### config.mk
export PLATFORM = sky130hd
export DESIGN_NAME = pwm_wb_master
export DESIGN_NICKNAME = d
export VERILOG_FILES = /design/src/rtl/pwm_wb_pkg.sv /design/src/rtl/pwm_wb_cmd_fifo.sv /design/src/rtl/pwm_wb_master.sv
export SDC_FILE = /design/constraint.sdc
export NUM_CORES = 1
export LEC_CHECK = 0
export CAP_MARGIN = 20
export CORE_UTILIZATION = 58
export DETAILED_ROUTE_END_ITERATION = 10
export PLACE_DENSITY = 0.93
export SLEW_MARGIN = 5
export SYNTH_ARGS = -nofsm -noshare
export SYNTH_HDL_FRONTEND = slang
export SYNTH_SLANG_ARGS = --single-unit
### constraint.sdc
create_clock -name i_wb_clk -period 5.7 [get_ports i_wb_clk]
set_input_delay 1.71 -clock i_wb_clk [delete_from_list [all_inputs] [get_ports i_wb_clk]]
set_output_delay 1.71 -clock i_wb_clk [all_outputs]
set_load 0.02 [all_outputs]
### src/rtl/pwm_wb_pkg.sv
// -----------------------------------------------------------------------------
// pwm_wb_pkg
// Shared definitions for the PWM Wishbone command master:
//   - FSM state encoding (IDLE/BUS/DONE)
//   - PWM register offsets seen on the Wishbone side
//   - default FIFO depth and ack timeout
//   - command FIFO entry layout {we, adr, data}
// -----------------------------------------------------------------------------
package pwm_wb_pkg;

    localparam logic [1:0] ST_IDLE = 2'd0;
    localparam logic [1:0] ST_BUS  = 2'd1;
    localparam logic [1:0] ST_DONE = 2'd2;

    localparam logic [15:0] REG_CTRL    = 16'h0000;
    localparam logic [15:0] REG_DIVISOR = 16'h0002;
    localparam logic [15:0] REG_PERIOD  = 16'h0004;
    localparam logic [15:0] REG_DC      = 16'h0006;

    localparam int DEF_FIFO_DEPTH     = 4;
    localparam int DEF_TIMEOUT_CYCLES = 255;

    typedef struct packed {
        logic        we;
        logic [15:0] adr;
        logic [15:0] data;
    } wb_cmd_t;

endpackage

### src/rtl/pwm_wb_cmd_fifo.sv
// -----------------------------------------------------------------------------
// pwm_wb_cmd_fifo
// Command FIFO, 33-bit entries {we, adr, data}, DEPTH entries.
// Ports:
//   i_wb_clk, i_wb_rst   clock / async active-high reset
//   push, push_data      write request (ignored while full)
//   pop                  read request (ignored while empty)
//   head                 entry at the read pointer
//   full, empty          registered status flags
//   nonempty             live pointer compare (for status reporting)
// -----------------------------------------------------------------------------
module pwm_wb_cmd_fifo
    import pwm_wb_pkg::*;
#(
    parameter int DEPTH = DEF_FIFO_DEPTH
) (
    input  logic        i_wb_clk,
    input  logic        i_wb_rst,
    input  logic        push,
    input  logic [32:0] push_data,
    input  logic        pop,
    output logic [32:0] head,
    output logic        full,
    output logic        empty,
    output logic        nonempty
);

    localparam int AW = $clog2(DEPTH);

    logic [32:0] mem [DEPTH];
    logic [AW:0] wr_ptr, rd_ptr, wr_nxt, rd_nxt;
    logic        do_push, do_pop;

    assign do_push = push && !full;
    assign do_pop  = pop && !empty;
    assign wr_nxt  = wr_ptr + {{AW{1'b0}}, do_push};
    assign rd_nxt  = rd_ptr + {{AW{1'b0}}, do_pop};

    assign head     = mem[rd_ptr[AW-1:0]];
    assign nonempty = (wr_ptr != rd_ptr);

    // full tracks the next pointers so a push can never overrun.
    // empty is the compare of the current pointers, i.e. one edge behind:
    // that is safe because the only reader pops at most once per
    // IDLE->BUS->DONE round (>= 3 edges), and it gives the command a
    // two-edge accept-to-bus latency.
    always_ff @(posedge i_wb_clk or posedge i_wb_rst) begin
        if (i_wb_rst) begin
            wr_ptr <= '0;
            rd_ptr <= '0;
            full   <= 1'b0;
            empty  <= 1'b1;
        end else begin
            wr_ptr <= wr_nxt;
            rd_ptr <= rd_nxt;
            full   <= (wr_nxt[AW] != rd_nxt[AW]) && (wr_nxt[AW-1:0] == rd_nxt[AW-1:0]);
            empty  <= (wr_ptr == rd_ptr);
        end
    end

    always_ff @(posedge i_wb_clk) begin
        if (do_push) mem[wr_ptr[AW-1:0]] <= push_data;
    end

endmodule

### src/rtl/pwm_wb_master.sv
// -----------------------------------------------------------------------------
// pwm_wb_master
// Queues register read/write commands and plays them out one at a time as
// Wishbone classic cycles toward the PWM slave, returning one response each.
// Ports:
//   i_wb_clk, i_wb_rst                       clock / async active-high reset
//   i_cmd_valid, o_cmd_ready, i_cmd_we,
//   i_cmd_adr[15:0], i_cmd_data[15:0]        command input (we: 1 write, 0 read)
//   o_wb_cyc, o_wb_stb, o_wb_we,
//   o_wb_adr[15:0], o_wb_data[15:0]          Wishbone master outputs
//   i_wb_ack, i_wb_data[15:0]                slave ack / read data
//   o_rsp_valid, o_rsp_data[15:0], o_rsp_err one-cycle response
//   o_busy                                   FSM active or commands queued
// Build option:
//   PWM_WB_MASTER_TIMEOUT_EN  abort a bus cycle after TIMEOUT_CYCLES without
//                             ack (o_rsp_err=1); otherwise BUS waits forever.
// -----------------------------------------------------------------------------
module pwm_wb_master
    import pwm_wb_pkg::*;
#(
    parameter int FIFO_DEPTH     = DEF_FIFO_DEPTH,
    parameter int TIMEOUT_CYCLES = DEF_TIMEOUT_CYCLES
) (
    input  logic        i_wb_clk,
    input  logic        i_wb_rst,
    input  logic        i_cmd_valid,
    output logic        o_cmd_ready,
    input  logic        i_cmd_we,
    input  logic [15:0] i_cmd_adr,
    input  logic [15:0] i_cmd_data,
    output logic        o_wb_cyc,
    output logic        o_wb_stb,
    output logic        o_wb_we,
    output logic [15:0] o_wb_adr,
    output logic [15:0] o_wb_data,
    input  logic        i_wb_ack,
    input  logic [15:0] i_wb_data,
    output logic        o_rsp_valid,
    output logic [15:0] o_rsp_data,
    output logic        o_rsp_err,
    output logic        o_busy
);

    if (FIFO_DEPTH < 2 || FIFO_DEPTH > 16 || (FIFO_DEPTH & (FIFO_DEPTH - 1)) != 0) begin : g_bad_depth
        $error("FIFO_DEPTH must be a power of 2 in 2..16");
    end
    if (TIMEOUT_CYCLES < 1 || TIMEOUT_CYCLES > 255) begin : g_bad_timeout
        $error("TIMEOUT_CYCLES must be in 1..255");
    end

    logic [1:0]  state;
    logic [32:0] fifo_head;
    wb_cmd_t     head;
    logic        fifo_full, fifo_empty, fifo_nonempty;
    logic        pop;
    logic        to_hit;

    assign head        = wb_cmd_t'(fifo_head);
    assign o_cmd_ready = !fifo_full;
    assign pop         = (state == ST_IDLE) && !fifo_empty;
    assign o_busy      = (state != ST_IDLE) || fifo_nonempty;

    pwm_wb_cmd_fifo #(.DEPTH(FIFO_DEPTH)) u_fifo (
        .i_wb_clk  (i_wb_clk),
        .i_wb_rst  (i_wb_rst),
        .push      (i_cmd_valid),
        .push_data ({i_cmd_we, i_cmd_adr, i_cmd_data}),
        .pop       (pop),
        .head      (fifo_head),
        .full      (fifo_full),
        .empty     (fifo_empty),
        .nonempty  (fifo_nonempty)
    );

`ifdef PWM_WB_MASTER_TIMEOUT_EN
    // Counts completed BUS cycles; hits on the edge ending the
    // TIMEOUT_CYCLES-th one.
    logic [7:0] to_cnt;

    assign to_hit = (state == ST_BUS) && (to_cnt == 8'(TIMEOUT_CYCLES - 1));

    always_ff @(posedge i_wb_clk or posedge i_wb_rst) begin
        if (i_wb_rst)                         to_cnt <= 8'd0;
        else if (pop)                         to_cnt <= 8'd0;
        else if (state == ST_BUS && !i_wb_ack) to_cnt <= to_cnt + 8'd1;
    end
`else
    assign to_hit = 1'b0;
`endif

    always_ff @(posedge i_wb_clk or posedge i_wb_rst) begin
        if (i_wb_rst) begin
            state       <= ST_IDLE;
            o_wb_cyc    <= 1'b0;
            o_wb_stb    <= 1'b0;
            o_wb_we     <= 1'b0;
            o_wb_adr    <= 16'h0000;
            o_wb_data   <= 16'h0000;
            o_rsp_valid <= 1'b0;
            o_rsp_err   <= 1'b0;
            o_rsp_data  <= 16'h0000;
        end else begin
            case (state)
                ST_IDLE: begin
                    if (pop) begin
                        state    <= ST_BUS;
                        o_wb_cyc <= 1'b1;
                        o_wb_stb <= 1'b1;
                        o_wb_we  <= head.we;
                        o_wb_adr <= head.adr;
                        // reads leave the write-data lines untouched
                        if (head.we) o_wb_data <= head.data;
                    end
                end
                ST_BUS: begin
                    // ack takes priority over a simultaneous timeout
                    if (i_wb_ack) begin
                        state       <= ST_DONE;
                        o_wb_cyc    <= 1'b0;
                        o_wb_stb    <= 1'b0;
                        o_rsp_valid <= 1'b1;
                        o_rsp_err   <= 1'b0;
                        o_rsp_data  <= o_wb_we ? 16'h0000 : i_wb_data;
                    end else if (to_hit) begin
                        state       <= ST_DONE;
                        o_wb_cyc    <= 1'b0;
                        o_wb_stb    <= 1'b0;
                        o_rsp_valid <= 1'b1;
                        o_rsp_err   <= 1'b1;
                        o_rsp_data  <= 16'h0000;
                    end
                end
                ST_DONE: begin
                    state       <= ST_IDLE;
                    o_rsp_valid <= 1'b0;
                end
                default: state <= ST_IDLE;
            endcase
        end
    end

endmodule
==> results.sh <==
export IMPL_io_pins=108
export IMPL_areaGrowthSynthToFinish_pct=24.6
export IMPL_whs_ns=0.489
export IMPL_p_total_uw=4990
export IMPL_drv_cap=0
export IMPL_antenna_found_initial=0
export IMPL_h_tree_depth=4
export IMPL_io_buffers=106
export IMPL_root_buffer="clkbuf_16"
export IMPL_slowest_delay_ns=0.95
export IMPL_period_needed_ns=4.15
export IMPL_netlist_instances=362
export IMPL_slew_limit_headroom=0.294
export IMPL_fmax_mhz=241
export IMPL_initial_core_util=0.599
export IMPL_placementRows=40
export IMPL_synth_seq_cells=193
export IMPL_syn_num_nets=418
export IMPL_die_w_microns=114
export IMPL_cts_resized=0
export IMPL_cts_hold_buffers=0
export IMPL_cts_buffer_depth=2
export IMPL_worstMarginPinSlew_ns=1.06
export IMPL_synth_warnings=0
export IMPL_grt_pass1_wl_microns=21600
export IMPL_ant_nets=0
export IMPL_clk_pin_slew_worst_paths_ns=0.07
export IMPL_overflow=0
export IMPL_cts_tree="built"
export IMPL_drtIter0Drc=229
export IMPL_cts_buffers=17
export IMPL_die_h_microns=114
export IMPL_cp_slowest_cell="dfrtp_2"
export IMPL_wl_per_cell_microns=21.6
export IMPL_grt_max_degree=41
export IMPL_vdd_drop_max_mv=0.336
export IMPL_grt_usage=0.237
export IMPL_dp_hpwl_microns=8560
export IMPL_worstPathArrival_ns=2.44
export IMPL_layout_drive_gt1_share=0.223
export IMPL_dieArea_sq_um=12900
export IMPL_finalHoldViolCount=0
export IMPL_post_route_period_util=0.727
export IMPL_rsz0062_at_grt="false"
export IMPL_synth_ff_type="edfxtp_1"
export IMPL_drc_errors=0
export IMPL_ys_seq_area_frac=0.759
export IMPL_post_cts_buffers=0
export IMPL_finalClockSkew_ns=0.0152
export IMPL_fin_util=0.747
export IMPL_core_area_sq_um=12100
export IMPL_crit_required_ns=3.99
export IMPL_setup_violations=0
export IMPL_worstSkewPairLatency_ns=0.43
export IMPL_setup_tns_final_ns=0
export IMPL_netlist_area_sq_um=7230
export IMPL_wirelength_microns=14100
export IMPL_start_kind="register"
export IMPL_final_cells=653
export IMPL_final_max_slew_viol_count=0
export IMPL_firstDrtPassIters=4
export IMPL_setup_worst_path_class="register to output port"
export IMPL_first_global_vias=3931
export IMPL_synth_edff_count=132
export IMPL_yosysUniqueCellTypes=33
export IMPL_critical_path_max_fanout=35
export IMPL_gp_congestion=0.734
export IMPL_vias=3681
export IMPL_fillers=685
export IMPL_crit_chain="xor2_1 > nor3_1 > nand2_1 > clkdlybuf4s50_1"
export IMPL_avgViaCountPerCell=5.64
export IMPL_cts_sinks=193
export IMPL_syn_mean_instance_area_sq_um=20.0
export IMPL_p_leak_uw=0.00329
export IMPL_status="finished clean"
export IMPL_hold_class="register to register"
export IMPL_place_inst=620
export IMPL_cp_end_kind="output port"
export IMPL_nets=528
export IMPL_diodes=0
export IMPL_power_density_nw_per_um2=554
export IMPL_synth_async_reset_ratio=0.316
## synth_stat cells, drive strengths merged, types with 2 or more instances
| master | number | area (sq um) |
|---|---|---|
| and3 | 2 | 12.5 |
| buf | 11 | 93.8 |
| clkbuf | 8 | 30.0 |
| dfrtp | 60 | 1500 |
| edfxtp | 132 | 3960 |
| ha | 3 | 37.5 |
| inv | 3 | 11.3 |
| mux2 | 32 | 394 |
| mux4 | 33 | 743 |
| nand2 | 35 | 139 |
| nor2b | 3 | 18.8 |
| nor3 | 2 | 15.0 |
| o21ai | 18 | 90.1 |
| xor2 | 7 | 61.3 |
## path summary, 6_finish.rpt
| kind | endpoint | slack, ns | cells after the start | startpoint |
|---|---|---|---|---|
| setup reg to reg | o_wb_data[1] | 3.32 | 4 | u_fifo.rd_ptr[0] |
| max in group asynchronous | o_wb_data[13] | 3.06 | 3 | i_wb_rst |
| hold reg to reg | o_rsp_data[8] | 0.49 | 2 | o_rsp_data[8] |
| hold / removal | o_rsp_data[8] | 0.49 | 2 | o_rsp_data[8] |
| setup / recovery | o_busy | 1.55 | 4 | u_fifo.rd_ptr[1] |
| min in group asynchronous | o_rsp_data[10] | 1.79 | 2 | i_wb_rst |
## sequential cells by signal, indices dropped and copies added, names as in the netlist
signal and count:
u_fifo.rd_ptr 3, o_wb_data 16, state 2, o_wb_we 1, u_fifo.mem 132, o_rsp_data 16, u_fifo.empty 1, o_rsp_valid 1
u_fifo.full 1, o_wb_adr 16, u_fifo.wr_ptr 3, o_wb_stb 1
## logic make-up after synthesis
family / after synthesis / synth area share
compound gates: 21 / 0.0152
xor+xnor: 9 / 0.0128
fa+ha+maj: 3 / 0.00519
buf+inv: 23 / 0.0192
flops: 193 / 0.759
mux: 65 / 0.157
other cells: 1 / 0.000519
simple gates: 47 / 0.0303
## final cells by class
class,count,area [sq um],area share
well taps,168,210,0.0233
clock inverters,10,70.1,0.00778
flip-flops and latches,193,5490,0.610
repair buffers,110,1110,0.123
multi-input cells,146,1620,0.180
inverters,4,15.0,0.00167
clock buffers,22,487,0.0540
## cell usage in the layout (no fill, tap or decap), types with 7 or more instances in the layout
master           netlist  layout
edfxtp_1             132     132
clkdlybuf4s50_1        0     106
dfrtp_1               60      58
nand2_1               34      34
mux4_2                33      33
mux2_2                23      23
clkbuf_16              0      19
o21ai_0               18      18
mux2_4                 9       9
xor2_1                 7       7
## layer usage
metal	GRT usage	up-vias	routed length, microns
li1	-	1608	-
met1	0.290	1889	5330
met2	0.413	159	7630
met3	0.0510	25	823
met4	0.0939	0	311
met5	0	-	0
## report_power, final
part           total, uW  switching [uW]  internal, uW
registers           2160             245          1920
clock network       1110             494           614
logic               1730             822           903
## per-stage QoR
stage	worst slack (ns)	instance area, sq um
final	1.55	9010
after global routing	1.40	9010
after CTS	1.55	8980
after detailed placement	1.67	8420
after global placement	1.77	8420
after floorplan	0.736	7230
## critical path: cells and delay by family, from the launching register on
family	cells	cell delay, ns
flops	1	0.95
buf+inv	1	0.56
simple gates	2	0.36
xor+xnor	1	0.14
(Power assumes the default switching activity.)
